`src/rtl/tap_controller.sv`:
```
// -----------------------------------------------------------------------------
// tap_controller
//   IEEE 1149.1-style TAP controller with instruction register for an EXTEST
//   boundary-scan chain. Decodes TMS into the 16-state TAP FSM, owns the
//   instruction shift/update registers and the BYPASS bit, and drives the
//   boundary-scan cell control lines plus the TDO output mux.
//
// Ports
//   CLK        in   test clock (TCK), all state changes on the rising edge
//   Rst        in   asynchronous active-high reset
//   TMS        in   test mode select
//   TDI        in   serial test data in
//   BSR_TDO    in   serial out of the last boundary-scan cell
//   TDO        out  serial test data out (combinational mux)
//   TDO_En     out  enable for the tristate TDO driver (Shift-IR / Shift-DR)
//   CaptureDR  out  boundary cell capture enable (Capture-DR, chain selected)
//   ShiftDR    out  boundary cell shift-mux select (Shift-DR, chain selected)
//   UpdateDR   out  boundary cell update-FF enable (Update-DR, chain selected)
//   Mode       out  boundary cell output-mux select (IR == EXTEST)
//   IR         out  current (updated) instruction
//   State      out  current TAP state encoding
// -----------------------------------------------------------------------------
module tap_controller #(
  parameter int                  IR_WIDTH    = 4,
  parameter logic [IR_WIDTH-1:0] EXTEST_CODE = '0,
  parameter logic [IR_WIDTH-1:0] SAMPLE_CODE = IR_WIDTH'(1),
  parameter logic [IR_WIDTH-1:0] BYPASS_CODE = '1
) (
  input  logic                CLK,
  input  logic                Rst,
  input  logic                TMS,
  input  logic                TDI,
  input  logic                BSR_TDO,
  output logic                TDO,
  output logic                TDO_En,
  output logic                CaptureDR,
  output logic                ShiftDR,
  output logic                UpdateDR,
  output logic                Mode,
  output logic [IR_WIDTH-1:0] IR,
  output logic [3:0]          State
);

  typedef enum logic [3:0] {
    TLR    = 4'hF,
    RTI    = 4'hC,
    SEL_DR = 4'h7,
    CAP_DR = 4'h6,
    SH_DR  = 4'h2,
    EX1_DR = 4'h1,
    PS_DR  = 4'h3,
    EX2_DR = 4'h0,
    UPD_DR = 4'h5,
    SEL_IR = 4'h4,
    CAP_IR = 4'hE,
    SH_IR  = 4'hA,
    EX1_IR = 4'h9,
    PS_IR  = 4'hB,
    EX2_IR = 4'h8,
    UPD_IR = 4'hD
  } tap_state_e;

  tap_state_e          state_q, state_d;
  logic [IR_WIDTH-1:0] ir_q, ir_d;
  logic [IR_WIDTH-1:0] ir_shift_q, ir_shift_d;
  logic                bypass_q, bypass_d;
  logic                boundary_sel;

  // ---------------------------------------------------------------------------
  // State and data registers
  // ---------------------------------------------------------------------------
  always_ff @(posedge CLK or posedge Rst) begin
    if (Rst) begin
      state_q    <= TLR;
      ir_q       <= BYPASS_CODE;
      ir_shift_q <= '0;
      bypass_q   <= 1'b0;
    end else begin
      state_q    <= state_d;
      ir_q       <= ir_d;
      ir_shift_q <= ir_shift_d;
      bypass_q   <= bypass_d;
    end
  end

  // ---------------------------------------------------------------------------
  // TAP next-state logic
  // ---------------------------------------------------------------------------
  always_comb begin
    state_d = state_q;
    case (state_q)
      TLR:     state_d = TMS ? TLR    : RTI;
      RTI:     state_d = TMS ? SEL_DR : RTI;
      SEL_DR:  state_d = TMS ? SEL_IR : CAP_DR;
      CAP_DR:  state_d = TMS ? EX1_DR : SH_DR;
      SH_DR:   state_d = TMS ? EX1_DR : SH_DR;
      EX1_DR:  state_d = TMS ? UPD_DR : PS_DR;
      PS_DR:   state_d = TMS ? EX2_DR : PS_DR;
      EX2_DR:  state_d = TMS ? UPD_DR : SH_DR;
      UPD_DR:  state_d = TMS ? SEL_DR : RTI;
      SEL_IR:  state_d = TMS ? TLR    : CAP_IR;
      CAP_IR:  state_d = TMS ? EX1_IR : SH_IR;
      SH_IR:   state_d = TMS ? EX1_IR : SH_IR;
      EX1_IR:  state_d = TMS ? UPD_IR : PS_IR;
      PS_IR:   state_d = TMS ? EX2_IR : PS_IR;
      EX2_IR:  state_d = TMS ? UPD_IR : SH_IR;
      UPD_IR:  state_d = TMS ? SEL_DR : RTI;
      default: state_d = TLR;
    endcase
  end

  // ---------------------------------------------------------------------------
  // Instruction and bypass registers
  // ---------------------------------------------------------------------------
  always_comb begin
    ir_shift_d = ir_shift_q;
    ir_d       = ir_q;
    bypass_d   = bypass_q;

    case (state_q)
      // Capture pattern ends in 2'b01 so a broken chain is visible on TDO.
      CAP_IR:  ir_shift_d = IR_WIDTH'(2'b01);
      SH_IR:   ir_shift_d = {TDI, ir_shift_q[IR_WIDTH-1:1]};
      UPD_IR:  ir_d       = ir_shift_q;
      CAP_DR:  bypass_d   = 1'b0;
      SH_DR:   bypass_d   = TDI;
      default: ;
    endcase

    // Any TMS-driven entry into Test-Logic-Reset falls back to BYPASS.
    if (state_d == TLR) begin
      ir_d = BYPASS_CODE;
    end
  end

  // ---------------------------------------------------------------------------
  // Moore output decode
  // ---------------------------------------------------------------------------
  // Undefined opcodes fall through to the bypass chain.
  assign boundary_sel = (ir_q == EXTEST_CODE) || (ir_q == SAMPLE_CODE);

  always_comb begin
    TDO       = 1'b0;
    TDO_En    = 1'b0;
    CaptureDR = 1'b0;
    ShiftDR   = 1'b0;
    UpdateDR  = 1'b0;
    Mode      = (ir_q == EXTEST_CODE);

    case (state_q)
      SH_IR: begin
        TDO    = ir_shift_q[0];
        TDO_En = 1'b1;
      end
      SH_DR: begin
        TDO     = boundary_sel ? BSR_TDO : bypass_q;
        TDO_En  = 1'b1;
        ShiftDR = boundary_sel;
      end
      CAP_DR:  CaptureDR = boundary_sel;
      UPD_DR:  UpdateDR  = boundary_sel;
      default: ;
    endcase
  end

  assign IR    = ir_q;
  assign State = state_q;

endmodule
```
`config.mk`:
```
export PLATFORM = sky130hd
export DESIGN_NAME = tap_controller
export DESIGN_NICKNAME = d
export VERILOG_FILES = /design/src/rtl/tap_controller.sv
export SDC_FILE = /design/constraint.sdc
export NUM_CORES = 1
export LEC_CHECK = 0
export CELL_PAD_IN_SITES_DETAIL_PLACEMENT = 0
export CELL_PAD_IN_SITES_GLOBAL_PLACEMENT = 1
export CORE_MARGIN = 5
export CORE_UTILIZATION = 30
export CTS_CLUSTER_SIZE = 28
export DETAILED_ROUTE_END_ITERATION = 7
export PLACE_DENSITY = 0.68
export SYNTH_ARGS = -nofsm -noshare
export SYNTH_HDL_FRONTEND = slang
export SYNTH_SLANG_ARGS = --single-unit
```
`constraint.sdc`:
```
create_clock -name CLK -period 1.33 [get_ports CLK]
set_input_delay 0.3325 -clock CLK [delete_from_list [all_inputs] [get_ports CLK]]
set_output_delay 0.3325 -clock CLK [all_outputs]
set_load 0.1 [all_outputs]
```
## Word level (Yosys, flattened, before mapping)

Cells that the tools add are included.

- Input port bits: 5
- Register bits after elaboration: 13

- Multiplexer cells: 23
- Reduce and logical (&&, ||, !) cells: 10
- Equality and inequality tests: 17

Operators with widths:

| cell | number |
|---|---|
| case mux 4 bit (12 select lines) | 1 |
| == test 4 bit (second input constant) | 9 |
| == test 4 x 3 -> 1 bit (second input constant) | 4 |
| two-way mux 2 bit | 6 |
| two-way mux 3 bit | 4 |
| two-way mux 4 bit | 3 |
| == test 4 x 1 -> 1 bit (second input constant) | 2 |
| == test 4 x 2 -> 1 bit (second input constant) | 2 |
| zero test 4 bit | 2 |
| case mux 4 bit (2 select lines) | 1 |
| two-way mux 1 bit | 6 |
| nonzero test 2 bit | 3 |
| OR reduction 2 bit | 3 |
| case mux 1 bit (2 select lines) | 2 |
| OR reduction 3 bit | 1 |
| logical OR 1 bit | 1 |

## Logic depth before layout (Yosys ltp)

Gate-level depths: netlist of the first run.

- Depth after elaboration: 5
- Mapped depth: 4
- Depth with buffers taken out: 3

## Worst setup path after synthesis of the first run

Ideal clock, no wire load.

- Path type: flip-flop to output port
- Start: reg state_q[2] (netlist: State[2])
- End: out UpdateDR
- Arrival time: 4.010 ns
- Stages on the path, launching flop included: 3
- Setup slack: -3.013 ns
- Cell sequence: dfstp_2 nand2b_2 nor4bb_1

- Word-level cells in the longest chain between the ends: 2

RTL lines:

| what | line | source |
|---|---|---|
| start: declaration | 63 | `tap_state_e state_q, state_d;` |
| start signal: assignment | 79 | `state_q <= state_d;` |
| == test 4 x 3 -> 1 bit | 150 | `case (state_q)` |
| two-way mux 1 bit | 150 |  |
| end: declaration | 38 | `output logic UpdateDR,` |

No other way between the ends.

## Worst setup path in the final report of the first run

- Start: reg state_q[1] (netlist: State[1])
- End: out TDO

- Word-level cells in the longest chain between the ends: 2

RTL lines:

| what | line | source |
|---|---|---|
| == test 4 x 2 -> 1 bit or == test 4 bit (tied branches) | 150 |  |
| case mux 1 bit (2 select lines) * | 150 |  |
| end: declaration | 34 | `output logic TDO,` |

Mark *: on every way between the ends. The rest lies on a longest branch, timed or not.

==> flow_summary.yaml, run 1 <==
outcome:
  status: "finished with violations"
  violations: "negative setup slack"
sta:
  fin_crit_sh: 1.47
  slew_headroom: 0.805
  setup_ws_ns: -0.623
  finalClockSkew_ns: 0.00531
  holdWs_ns: 0.338
  setup-tns-final_ns: -5.57
  fin_crit_ns: 1.95
  fmax_ghz: 0.512
  rsz0062_at_grt: "yes"
  setup_viol: 24
  hold_violations: 0
  worstMarginPinSlew_ns: 0.284
  slew_viol_final: 0
worst_setup_path:
  cp-endpoint: "TDO"
  worstPathRequired_ns: 1.00
  critPathCaptureType: "output port"
  path_cells: "nor3b_4, nand2b_1, o21ai_4, buf_12"
  cp.arrival_ns: 1.62
  crit_slowest_cell: "dfstp_4"
  crit_start: "State[1]"
  crit_type: "register to output port"
  cp-start-kind: "register"
  r2r_slack_ns: -0.14
  cpLargestDelayFamily: "flip-flops"
  r2r_end: "IR[1]"
  crit_fanout: 4
  crit_cells: 4
  worst-path-buf-inv: 1
  r2r-start: "State[1]"
  crit_path_max_incr_delay_ns: 0.62
  r2r_cells: 7
floorplanning:
  die_h_um: 60.0
  io_pins: 19
  dieArea_um2: 3600
  core.rowCount: 18
  die_w_um: 60.0
  core_area_um2: 2430
  start_util: 0.309
synth:
  synth-seq-cells: 13
  syn_inst: 71
  syn_area_um2: 751
  yosysSeqAreaShare: 0.447
  synth.avg_cell_area_um2: 10.6
  synthDistinctLibCells: 30
  yosysWarnings: 0
  synth_fp_nets: 76
hold_path:
  hp-class: "primary input to async pin"
final_layout:
  num-nets-final: 122
  final_cells: 146
  final_common_cell: "buf_4"
  syn_to_final_growth_pct: 95.3
  final_util: 0.603
  mostFrequentLayoutCells: "15 x buf_4, 14 x buf_12, 10 x nand2_1"
  drive_above_1_share: 0.595
  fillers: 194
  diodes: 0
routing:
  via_count: 672
  avgViaCountPerCell: 4.60
  wl_per_cell_um: 12.7
  drc: 0
  first_pass_iters: 4
  drtIter0Drc: 2
  drt_wl_total_um: 1850
  ant_nets: 0
cts:
  cts_buffers: 3
  clk_pin_slew_ns: 0.08
  clock_latency_ns: 0.27
  cts_hold_buffers: 0
  cts.sinks: 13
  tritoncts: "yes"
  clockBufferDepth: 2
  htreeDepth: 1
  clock-root-buffer: "clkbuf_4"
global_routing:
  grt_pass1_wl_um: 3220
  grt_pass1_vias: 687
  gr-usage-all-layers: 0.122
  grt_max_degree: 14
  antenna_found_initial: 0
  overflow: 0
job:
  drv_cap: 0
placement:
  port_buffers: 18
  dp.cells: 138
  gp_congestion: 0.736
  dp_hpwl_um: 1480
==> kinds of logic (layout without fill, tap and decap cells) <==
| logic type | Yosys count | after routing | share of synthesized area |
|---|---|---|---|
| flops | 13 | 13 | 0.447 |
| compound gates | 10 | 10 | 0.0867 |
| buf+inv | 6 | 51 | 0.0600 |
| simple gates | 35 | 35 | 0.305 |
| mux | 7 | 7 | 0.102 |
==> layer usage <==
| layer | GRT usage | up-vias | share of wire |
|---|---|---|---|
| li1 | - | 343 | - |
| met1 | 0.148 | 320 | 0.42 |
| met2 | 0.207 | 9 | 0.55 |
| met3 | 0.0281 | 0 | 0.031 |
| met4 | 0.0475 | 0 | 0 |
| met5 | 0 | - | 0 |
==> per-stage QoR <==
step           setup slack (ns)  cell area (um2)
2_1_floorplan             -1.32              847
3_3_place_gp             -0.327             1330
3_5_place_dp             -0.395             1330
4_1_cts                  -0.617             1420
5_1_grt                  -0.699             1470
6_report                 -0.623             1470
==> worst min-delay path: stages <==
cell and delay (ns):
clkdlybuf4s50_1 0.39, inv_1 0.05, buf_4 0.20
==> how the worst min path moves through the flow <==
stage	end	slack, ns	cells past startpoint
floorplan	bypass_q	0.20	1
global placement	bypass_q	0.47	1
detailed placement	bypass_q	0.48	1
CTS	ir_shift_q[3]	0.33	3
global route	ir_shift_q[0]	0.35	3
finish	ir_shift_q[3]	0.34	3
==> flip-flops by register name, summed over array words and instances, names as in the netlist <==
| name | cells |
|---|---|
| IR | 4 |
| ir_shift_q | 4 |
| bypass_q | 1 |
| State | 4 |
==> cells in the mapped netlist <==
library cell | n | area (um2)
a21boi_1 | 1 | 7.51
nand3_1 | 2 | 10.0
nand4b_4 | 1 | 23.8
nand3b_4 | 1 | 20.0
nor4bb_1 | 1 | 10.0
a22o_1 | 1 | 8.76
buf_4 | 2 | 15.0
nor3_1 | 1 | 5.00
mux2i_1 | 5 | 50.1
nor2b_1 | 1 | 6.26
o211ai_1 | 1 | 7.51
o21ai_1 | 5 | 25.0
nor3_2 | 1 | 10.0
nand2_1 | 11 | 41.3
nor2_2 | 1 | 6.26
o221ai_1 | 1 | 8.76
nand2b_2 | 1 | 8.76
dfrtp_1 | 5 | 125
mux2_1 | 1 | 11.3
dfstp_2 | 8 | 210
buf_6 | 2 | 22.5
mux2_4 | 1 | 15.0
inv_1 | 2 | 7.51
nand2b_1 | 3 | 18.8
nand4_1 | 1 | 6.26
a22oi_1 | 1 | 7.51
nor2_1 | 5 | 18.8
nor4_1 | 1 | 6.26
and3_1 | 2 | 12.5
nor3b_2 | 2 | 25.0
==> timing repair <==
| action | CTS | global route |
|---|---|---|
| resized for setup | 11 | 13 |
| pin swaps | 3 | 6 |
| setup endpoints to repair | 24 | 25 |
| buffers inserted | 3 | 6 |
==> layout make-up <==
type,count,area [um2],area share
clock buffers,4,26.3,0.0179
multi-input cells,52,462,0.315
repair buffers,45,583,0.398
well taps,30,37.5,0.0256
inverters,2,7.51,0.00512
flip-flops and latches,13,350,0.239
Power of run 1 is not shown: default switching activity piles up to over one toggle a cycle in this logic, so the estimate is an artifact.
==> inputs of run 2 (changes only) <==
--- a/config.mk
+++ b/config.mk
@@ -11,7 +11,8 @@
 export CORE_UTILIZATION = 30
 export CTS_CLUSTER_SIZE = 28
 export DETAILED_ROUTE_END_ITERATION = 7
-export PLACE_DENSITY = 0.68
+export PLACE_DENSITY_LB_ADDON = 0.1
+export RECOVER_POWER = 50
 export SYNTH_ARGS = -nofsm -noshare
 export SYNTH_HDL_FRONTEND = slang
 export SYNTH_SLANG_ARGS = --single-unit
==> run 2 against run 1 <==
Against the previous run: die area stayed put; largest cell class unchanged; hold slack gained 0.21 ns; the run still ends with negative setup slack left; clock skew is essentially flat; highest routed layer is now met4; sequential share of layout area fell by 1.0 points; core utilization grew 2.7 points; count of clock-buffer cells in the layout decreased by 1.
==> flow_summary.yaml, run 2 (synthesized netlist as in run 1, its figures left out) <==
worst_setup_path:
  cp-start-kind: "register"
  worstPathRequired_ns: 1.00
  crit_path_max_incr_delay_ns: 0.63
  critPathCaptureType: "output port"
  crit_fanout: 4
  path_cells: "buf_6, nor3b_4, nand3_2, o21ai_4, buf_12"
  crit_type: "register to output port"
  cp.arrival_ns: 1.62
  crit_slowest_cell: "dfstp_4"
floorplanning:
  core_area_um2: 2430
  dieArea_um2: 3600
  core.rowCount: 18
  die_w_um: 60.0
  die_h_um: 60.0
  io_pins: 19
  start_util: 0.309
routing:
  wl_per_cell_um: 14.0
  drt_wl_total_um: 2070
  first_pass_iters: 4
  drc: 0
  avgViaCountPerCell: 4.80
  drtIter0Drc: 7
  via_count: 711
  ant_nets: 0
sta:
  slew_viol_final: 0
  setup_ws_ns: -0.620
  finalClockSkew_ns: 0.00572
  worstMarginPinSlew_ns: 0.710
  setup_viol: 25
  fin_crit_ns: 1.95
  fmax_ghz: 0.513
  hold_violations: 0
  fin_crit_sh: 1.47
  rsz0062_at_grt: "yes"
  slew_headroom: 0.526
outcome:
  violations: "negative setup slack"
  status: "finished with violations"
cts:
  cts_hold_buffers: 0
  htreeDepth: 1
  clock_latency_ns: 0.29
  cts.sinks: 13
  cts_buffers: 3
  clk_pin_slew_ns: 0.08
  tritoncts: "yes"
  clock-root-buffer: "clkbuf_4"
  clockBufferDepth: 2
global_routing:
  grt_max_degree: 14
  gr-usage-all-layers: 0.124
  grt_pass1_vias: 684
  antenna_found_initial: 0
  grt_pass1_wl_um: 3230
  overflow: 0
final_layout:
  final_common_cell: "buf_12"
  syn_to_final_growth_pct: 104
  mostFrequentLayoutCells: "15 x buf_12, 14 x buf_6, 12 x buf_4"
  num-nets-final: 124
  diodes: 0
  drive_above_1_share: 0.695
placement:
  place_ws_ns: -0.387
  port_buffers: 18
  dp_hpwl_um: 1500
  gp_congestion: 0.777
hold_path:
  hp-class: "register to register"
job:
  drv_cap: 0
## run 2: changes by cell type in the layout (fill, tap and decap cells not counted), moves of 2 or more
cell,before,now
buf_6,8,14
buf_8,4,1
nand2_2,1,7
nand2_1,10,4
nor2_1,4,2
buf_4,15,12
## run 2: layer usage
layer | vias up | wire [um] | global-route usage
met3 | 5 | 51 | 0.0194
met1 | 350 | 875 | 0.152
met4 | 0 | 53 | 0.0759
li1 | 344 | - | -
met2 | 12 | 1090 | 0.201
met5 | - | 0 | 0
## run 2: repair_timing
action,CTS,global route
gates resized for setup,16,23
setup endpoints to repair,24,26
pin swaps,10,6
setup buffers,4,9
## run 2: cell type report
type	count	area, um2
Timing Repair Buffer	47	607
Multi-Input combinational cell	52	502
Clock inverter	1	5.00
Clock buffer	3	22.5
Fill cell	196	901
Sequential cell	13	350
Tap cell	30	37.5
Inverter	2	7.51
## run 2: final timing paths
kind	start	to	slack, ns	cells after the start
worst max-delay path	State[1]	TDO	-0.62	5
worst min-delay path	bypass_q	bypass_q	0.54	1
worst max register to register	State[3]	ir_shift_q[3]	-0.21	6
worst min register to register	bypass_q	bypass_q	0.54	1
max in group asynchronous	Rst	bypass_q	0.22	3
min in group asynchronous	Rst	ir_shift_q[1]	0.66	3
## run 2: through the flow
step	instance area (um2)	hold WS, ns	instances	util	TNS [ns]
after detailed placement	1310	0.477	136	0.540	-2.84
final	1530	0.544	148	0.630	-6.54
after global placement	1310	0.477	136	0.540	-2.56
after floorplan	847	0.204	71	-	-6.36
after global routing	1530	0.566	148	0.630	-7.95
after CTS	1430	0.332	143	0.587	-5.93
## run 2: worst max-delay path, delay by kind of cell, from the launching register on
kind / cells / cell delay, ns
AO/OA/AOI/OAI: 1 / 0.08
flip-flops: 1 / 0.63
buffers and inverters: 2 / 0.30
AND/OR/NAND/NOR: 2 / 0.32
Power of run 2 is left out for the same reason.
==> inputs of run 3 (changes only) <==
--- a/config.mk
+++ b/config.mk
@@ -13,6 +13,7 @@
 export DETAILED_ROUTE_END_ITERATION = 7
 export PLACE_DENSITY_LB_ADDON = 0.1
 export RECOVER_POWER = 50
+export SKIP_LAST_GASP = 1
 export SYNTH_ARGS = -nofsm -noshare
 export SYNTH_HDL_FRONTEND = slang
 export SYNTH_SLANG_ARGS = --single-unit
==> run 3 against run 2 <==
Against the previous run: the flow still finishes with violations (negative setup slack); count of clock-buffer cells in the layout unchanged; non-clock buffer count unchanged; global-route usage unchanged; setup slack improved by 0.0016 ns; first-iteration DRC count increased by 14%; core utilization decreased by 0.57 points; routed wire length decreased by 2.5%; design area decreased by 0.90%.
==> flow_summary.yaml, run 3 (synthesized netlist as in run 1, its figures left out) <==
outcome:
  status: "finished with violations"
  violations: "negative setup slack"
sta:
  fin_crit_sh: 1.47
  rsz0062_at_grt: "yes"
  slew_viol_final: 0
  setup_ws_ns: -0.619
  fin_crit_ns: 1.95
  worstMarginPinSlew_ns: 0.710
  slew_headroom: 0.527
  setup_viol: 25
  fmax_ghz: 0.513
  finalClockSkew_ns: 0.00586
  hold_violations: 0
cts:
  htreeDepth: 1
  clockBufferDepth: 2
  clk_pin_slew_ns: 0.09
  cts_hold_buffers: 0
  clock_latency_ns: 0.29
  cts.sinks: 13
  cts_buffers: 3
  tritoncts: "yes"
  clock-root-buffer: "clkbuf_4"
worst_setup_path:
  crit_fanout: 4
  cpLargestDelayFamily: "flip-flops"
  path_cells: "buf_6, nor3b_4, nand3_2, o21ai_4, buf_12"
  r2r_cells: 6
  r2r_slack_ns: -0.21
  cp-endpoint: "TDO"
  cp.arrival_ns: 1.62
  worstPathRequired_ns: 1.00
  r2r-start: "State[3]"
  crit_path_max_incr_delay_ns: 0.63
  crit_cells: 5
  crit_type: "register to output port"
  r2r_end: "ir_shift_q[3]"
  cp-start-kind: "register"
  critPathCaptureType: "output port"
  crit_slowest_cell: "dfstp_4"
  crit_start: "State[1]"
  worst-path-buf-inv: 2
global_routing:
  antenna_found_initial: 0
  grt_pass1_wl_um: 3230
  grt_pass1_vias: 684
  overflow: 0
  grt_max_degree: 14
  gr-usage-all-layers: 0.124
floorplanning:
  die_w_um: 60.0
  io_pins: 19
  core.rowCount: 18
  core_area_um2: 2430
  die_h_um: 60.0
  start_util: 0.309
  dieArea_um2: 3600
routing:
  drtIter0Drc: 8
  ant_nets: 0
  via_count: 712
  avgViaCountPerCell: 4.81
  drc: 0
  first_pass_iters: 4
  drt_wl_total_um: 2020
  wl_per_cell_um: 13.7
job:
  drv_cap: 0
final_layout:
  mostFrequentLayoutCells: "15 x buf_12, 13 x buf_4, 13 x buf_6"
  fillers: 193
  syn_to_final_growth_pct: 102
  num-nets-final: 124
  diodes: 0
  drive_above_1_share: 0.669
  final_common_cell: "buf_12"
hold_path:
  hp-class: "register to register"
placement:
  dp_hpwl_um: 1500
  place_ws_ns: -0.387
  port_buffers: 18
  gp_congestion: 0.777
run 3: cell types whose count changed in the layout (fill, tap and decap cells not counted):
cell	before	now
nand3_2	2	1
buf_4	12	13
buf_6	14	13
nand3_1	0	1
nand2_2	7	5
nand2_1	4	6
run 3: timing repair:
item	in CTS	in global routing
endpoints found under the setup margin	24	26
setup buffers	4	9
endpoints found under the hold margin	0	0
resized for setup	16	19
pin swaps	9	5
run 3: how the worst min path moves through the flow:
stage	from	endpoint	slack (ns)	depth (start not counted)
finish	ir_shift_q[2]	ir_shift_q[2]	0.54	2
detailed placement	bypass_q	bypass_q	0.48	1
floorplan	Rst	bypass_q	0.20	1
global placement	bypass_q	bypass_q	0.48	1
CTS	Rst	ir_shift_q[1]	0.33	3
global route	ir_shift_q[2]	ir_shift_q[2]	0.57	2
run 3: worst reg2reg max path, stage by stage, from the launching register on:
cell and delay [ns]:
dfstp_4 0.65, buf_8 0.12, buf_4 0.10, buf_6 0.08
buf_6 0.10, nand3b_4 0.08, mux2_4 0.30
run 3: metal layers:
metal	share of wire	track usage	vias up
met5	0	0	-
met4	0.026	0.0759	0
met3	0.025	0.0194	5
met2	0.53	0.201	12
met1	0.42	0.152	351
li1	-	-	344
run 3: cell type report:
type                            count  area [um2]  share of cell area
Clock buffer                        3        22.5              0.0148
Clock inverter                      1        5.00             0.00330
Inverter                            2        7.51             0.00495
Multi-Input combinational cell     52         492               0.324
Sequential cell                    13         350               0.231
Tap cell                           30        37.5              0.0247
Timing Repair Buffer               47         603               0.397
run 3: through the flow:
stage	util	instance area, um2	hold WS, ns	instances	TNS [ns]
2_1_floorplan	-	847	0.204	71	-6.36
3_3_place_gp	0.540	1310	0.477	136	-2.56
3_5_place_dp	0.540	1310	0.477	136	-2.84
4_1_cts	0.587	1430	0.332	143	-5.93
5_1_grt	0.624	1520	0.570	148	-7.98
6_report	0.624	1520	0.542	148	-6.49
Power of run 3 is left out for the same reason.
